$ cat src/rtl/calc_acc_pipe.sv
// Two-stage pipelined accumulator calculator with valid/ready on both sides.
// Optional build macro CALC_SAT_EN: saturate add/mul overflow, clamp sub underflow.
//
// Ports:
//   clk, rst            clock (rising edge), asynchronous active-low reset
//   in_valid/in_ready   command handshake; in_op (3b) and in_data (W) carry the command
//   out_valid/out_ready result handshake; out_data (2W) is the accumulator
//   out_dz, out_ovf     per-result divide-by-zero and overflow/illegal flags
//   op_count (CNT_W)    results produced since reset, wraps silently
module calc_acc_pipe #(
    parameter int W     = 8,
    parameter int CNT_W = 16
) (
    input  logic             clk,
    input  logic             rst,
    input  logic             in_valid,
    output logic             in_ready,
    input  logic [2:0]       in_op,
    input  logic [W-1:0]     in_data,
    output logic             out_valid,
    input  logic             out_ready,
    output logic [2*W-1:0]   out_data,
    output logic             out_dz,
    output logic             out_ovf,
    output logic [CNT_W-1:0] op_count
);

    localparam int AW = 2 * W;

    logic           s1_valid;
    logic [2:0]     s1_op;
    logic [W-1:0]   s1_data;
    logic           advance;
    logic           accept;

    logic [AW-1:0]   a;
    logic [AW-1:0]   b;
    logic [AW:0]     sum;
    logic [2*AW-1:0] prod;
    logic            b_zero;

    logic            is_add, is_sub, is_mul, is_div, is_ld;
    logic [AW-1:0]   res;
    logic            res_dz;
    logic            res_ovf;

    // S1 may drain into S2 when S2 is empty or its result leaves this cycle.
    assign advance  = s1_valid & (~out_valid | out_ready);
    assign in_ready = ~s1_valid | advance;
    assign accept   = in_valid & in_ready;

    assign a      = out_data;
    assign b      = {{(AW-W){1'b0}}, s1_data};
    assign sum    = {1'b0, a} + {1'b0, b};
    assign prod   = {{AW{1'b0}}, a} * {{AW{1'b0}}, b};
    assign b_zero = (s1_data == '0);

    assign is_add = (s1_op == 3'b000);
    assign is_sub = (s1_op == 3'b001);
    assign is_mul = (s1_op == 3'b010);
    assign is_div = (s1_op == 3'b011);
    assign is_ld  = (s1_op == 3'b100);

    always_comb begin
        res     = a;
        res_dz  = 1'b0;
        res_ovf = 1'b0;
        unique case (1'b1)
            is_add: begin
                res     = sum[AW-1:0];
                res_ovf = sum[AW];
`ifdef CALC_SAT_EN
                if (sum[AW]) res = '1;
`endif
            end
            is_sub: begin
                res     = a - b;
                res_ovf = (b > a);
`ifdef CALC_SAT_EN
                if (b > a) res = '0;
`endif
            end
            is_mul: begin
                res     = prod[AW-1:0];
                res_ovf = |prod[2*AW-1:AW];
`ifdef CALC_SAT_EN
                if (|prod[2*AW-1:AW]) res = '1;
`endif
            end
            is_div: begin
                if (b_zero) begin
                    res    = '1;
                    res_dz = 1'b1;
                end else begin
                    res = a / b;
                end
            end
            is_ld: begin
                res = b;
            end
            default: begin
                // Illegal opcode: keep the accumulator, report via ovf.
                res_ovf = 1'b1;
            end
        endcase
    end

    always_ff @(posedge clk or negedge rst) begin
        if (!rst) begin
            s1_valid <= 1'b0;
            s1_op    <= '0;
            s1_data  <= '0;
        end else if (accept) begin
            s1_valid <= 1'b1;
            s1_op    <= in_op;
            s1_data  <= in_data;
        end else if (advance) begin
            s1_valid <= 1'b0;
        end
    end

    always_ff @(posedge clk or negedge rst) begin
        if (!rst) begin
            out_valid <= 1'b0;
            out_data  <= '0;
            out_dz    <= 1'b0;
            out_ovf   <= 1'b0;
            op_count  <= '0;
        end else if (advance) begin
            out_valid <= 1'b1;
            out_data  <= res;
            out_dz    <= res_dz;
            out_ovf   <= res_ovf;
            op_count  <= op_count + 1'b1;
        end else if (out_ready) begin
            out_valid <= 1'b0;
        end
    end

endmodule

$ cat config.mk
export PLATFORM = sky130hd
export DESIGN_NAME = calc_acc_pipe
export DESIGN_NICKNAME = d
export VERILOG_FILES = /design/src/rtl/calc_acc_pipe.sv
export SDC_FILE = /design/constraint.sdc
export NUM_CORES = 1
export LEC_CHECK = 0
export BUFFER_PORTS_ARGS = -buffer_cell sky130_fd_sc_hd__buf_2
export CORE_ASPECT_RATIO = 2
export CORE_UTILIZATION = 60
export DETAILED_ROUTE_END_ITERATION = 6
export GPL_TIMING_DRIVEN = 1
export HOLD_SLACK_MARGIN = 0.1
export PLACE_DENSITY = 0.78
export REMOVE_ABC_BUFFERS = 1
export SLEW_MARGIN = 25
export SYNTH_ARGS = -nofsm -noshare
export SYNTH_HDL_FRONTEND = slang
export SYNTH_SLANG_ARGS = --single-unit
$ cat constraint.sdc
create_clock -name clk -period 39.1 [get_ports clk]
set_input_delay 1.955 -clock clk [delete_from_list [all_inputs] [get_ports clk]]
set_output_delay 1.955 -clock clk [all_outputs]
set_load 0.02 [all_outputs]
==> impl_metrics.env <==
export IMPL_status="finished clean"
export IMPL_cp_common_cell="o21a_1"
export IMPL_crit_buf_inv=1
export IMPL_ys_types=87
export IMPL_pin_count=51
export IMPL_drc=0
export IMPL_yosysSeqAreaShare_pct=9.60
export IMPL_timing_fmax_mhz=29.4
export IMPL_hold_class="flop to flop"
export IMPL_max_stage_delay_ns=0.87
export IMPL_grt_ovfl_total=0
export IMPL_drt_wl_total_mm=36.9
export IMPL_synth_seq_cells=47
export IMPL_diodes=0
export IMPL_vias_per_cell=6.50
export IMPL_drt_iter0_drc=796
export IMPL_gp_congestion=0.990
export IMPL_grt_pass1_wl_mm=60.1
export IMPL_worst_setup_path_type="flop to flop"
export IMPL_synthCells=1558
export IMPL_endpoint_kind="flop"
export IMPL_critPathMaxFanout=16
export IMPL_die_x_um=103
export IMPL_nFillCells=1788
export IMPL_io_buffer_count=50
export IMPL_post_route_min_period_ns=34.03
export IMPL_cts_root_buf="clkbuf_16"
export IMPL_synthArstFlopShare_pct=100
export IMPL_post_cts_resized=0
export IMPL_hold_viol_final=0
export IMPL_row_count=73
export IMPL_ant_nets=0
export IMPL_cp_top_family="compound AO/OA/AOI/OAI gates"
export IMPL_die_h_um=204
export IMPL_rsz0062_at_grt="false"
export IMPL_start_kind="flop"
export IMPL_ys_warn_count=0
export IMPL_first_pass_iters=7
export IMPL_synth_area_leaders="ha_1 17%, fa_1 14%, dfrtp_1 9.6%"
export IMPL_cts_buffers_inserted=5
export IMPL_synth_edf_count=0
export IMPL_cp_arrival_ns=34.23
export IMPL_tns_ns=0
export IMPL_drive_gt1_share_pct=9.10
export IMPL_core_area_um2=19900
export IMPL_layout_common_cells="164 x ha_1, 160 x nor2_1, 146 x nand2_1, 136 x inv_1, 97 x a21oi_1"
export IMPL_slew_violations=0
export IMPL_antenna_found_initial=0
export IMPL_synth_flop_cell="dfrtp_1"
export IMPL_cts_htree_levels=2
export IMPL_avgSynthCellArea_um2=7.86
export IMPL_initial_core_util_pct=61.5
export IMPL_synth_top_area_cell="ha_1"
export IMPL_area_growth_pct=5.21
export IMPL_synth_area_um2=12200
export IMPL_grt_max_degree=48
export IMPL_grt_pass1_vias=12579
export IMPL_yosys_area_top_type_share_pct=16.8
export IMPL_maxSlewHeadroom_pct=33.8
export IMPL_holdBufCountCts=0
export IMPL_setup_viol=0
export IMPL_tritoncts="done"
export IMPL_wl_per_cell_um=20.1
export IMPL_postCtsSetupRepairBufs=0
export IMPL_mostFrequentLayoutCell="ha_1"
export IMPL_timing_final_crit_share_pct=87.0
export IMPL_clock_skew_ns=0.0150
export IMPL_slowest_stage="a31oi_1"
export IMPL_dp_hpwl_mm=28.5
export IMPL_clock_latency_ns=0.31
export IMPL_num_vias=11914
export IMPL_die_area_um2=21000
export IMPL_cts_sinks=47
export IMPL_grt_total_usage_pct=37.2
export IMPL_fin_nets=1836
export IMPL_drv_cap=0
export IMPL_clk_pin_slew_ns=0.09
export IMPL_cp_required_ns=39.29
export IMPL_clock_path_buffers=2
export IMPL_worstMarginPinSlew_ns=0.988
-- area by class of cell --
cell class	count	area (um2)	share of cell area [%]
multi-input cells	1310	10300	80.0
flip-flops and latches	47	1180	9.13
inverters	141	529	4.11
repair buffers	66	370	2.87
well taps	262	328	2.54
clock buffers	5	125	0.971
clock inverters	3	47.5	0.369
-- path summary, 6_finish.rpt --
path	from	end	slack, ns	cells after the start
worst max-delay path	s1_data[6]	out_data[0]	5.07	135
worst min-delay path	op_count[15]	op_count[15]	0.49	1
worst max register to register	s1_data[6]	out_data[0]	5.07	135
worst min register to register	op_count[15]	op_count[15]	0.49	1
max in group asynchronous	rst	out_data[12]	36.87	2
min in group asynchronous	rst	out_valid	1.77	2
-- worst reg2reg max path, delay by kind of cell, from the launching register on --
family	cells	cell delay (ns)
AOI/OAI and AO/OA	75	17.38
and+or+nand+nor	38	9.02
buffers and inverters	1	0.06
muxes	6	2.29
adders and majority gates	15	4.81
DFF	1	0.40
-- per-stage QoR --
| step | cells | cell area, um2 | hold WS (ns) | util [%] | worst slack [ns] |
|---|---|---|---|---|---|
| 2_1_floorplan | 1498 | 12000 | 0.472 | - | 9.79 |
| 3_3_place_gp | 1826 | 12700 | 0.455 | 63.8 | 6.85 |
| 3_5_place_dp | 1826 | 12700 | 0.475 | 63.8 | 5.60 |
| 4_1_cts | 1834 | 12900 | 0.489 | 64.7 | 5.51 |
| 5_1_grt | 1834 | 12900 | 0.502 | 64.7 | 2.18 |
| 6_report | 1834 | 12900 | 0.486 | 64.7 | 5.07 |
-- metal layers --
metal	share of wire [%]	vias up	wire [um]	track usage (%)
li1	-	5478	-	-
met1	33	5657	12100	37.4
met2	52	541	19200	67.0
met3	6.1	238	2240	4.62
met4	9.2	0	3380	29.2
met5	0	-	0	0
-- synthesized netlist by cell type, types with 46 or more instances --
| library cell | count |
|---|---|
| nor3_1 | 46 |
| inv_1 | 136 |
| o21a_1 | 46 |
| nor2_1 | 161 |
| o21ai_0 | 72 |
| a21oi_1 | 97 |
| clkbuf_1 | 57 |
| dfrtp_1 | 47 |
| nand2_1 | 146 |
| ha_1 | 164 |
| xnor2_1 | 53 |
| fa_1 | 86 |
-- flip-flops by register name, summed over array words and instances, names as in the netlist --
name       count
op_count      16
out_data      16
out_dz         1
out_ovf        1
out_valid      1
s1_data        8
s1_op          3
s1_valid       1
-- cells by family (layout without fill, tap and decap cells) --
group / count (synthesis) / count (layout) / share of synthesized area (%)
xor gates and xnor gates: 81 / 81 / 5.79
DFF: 47 / 47 / 9.60
and+or+nand+nor: 550 / 550 / 22.2
buffers and inverters: 201 / 215 / 6.24
adders and majority gates: 250 / 250 / 30.8
AOI/OAI and AO/OA: 378 / 378 / 20.6
muxes: 51 / 51 / 4.76
Power is not shown: default switching activity piles up to over one toggle a cycle in this logic, so the estimate is an artifact.
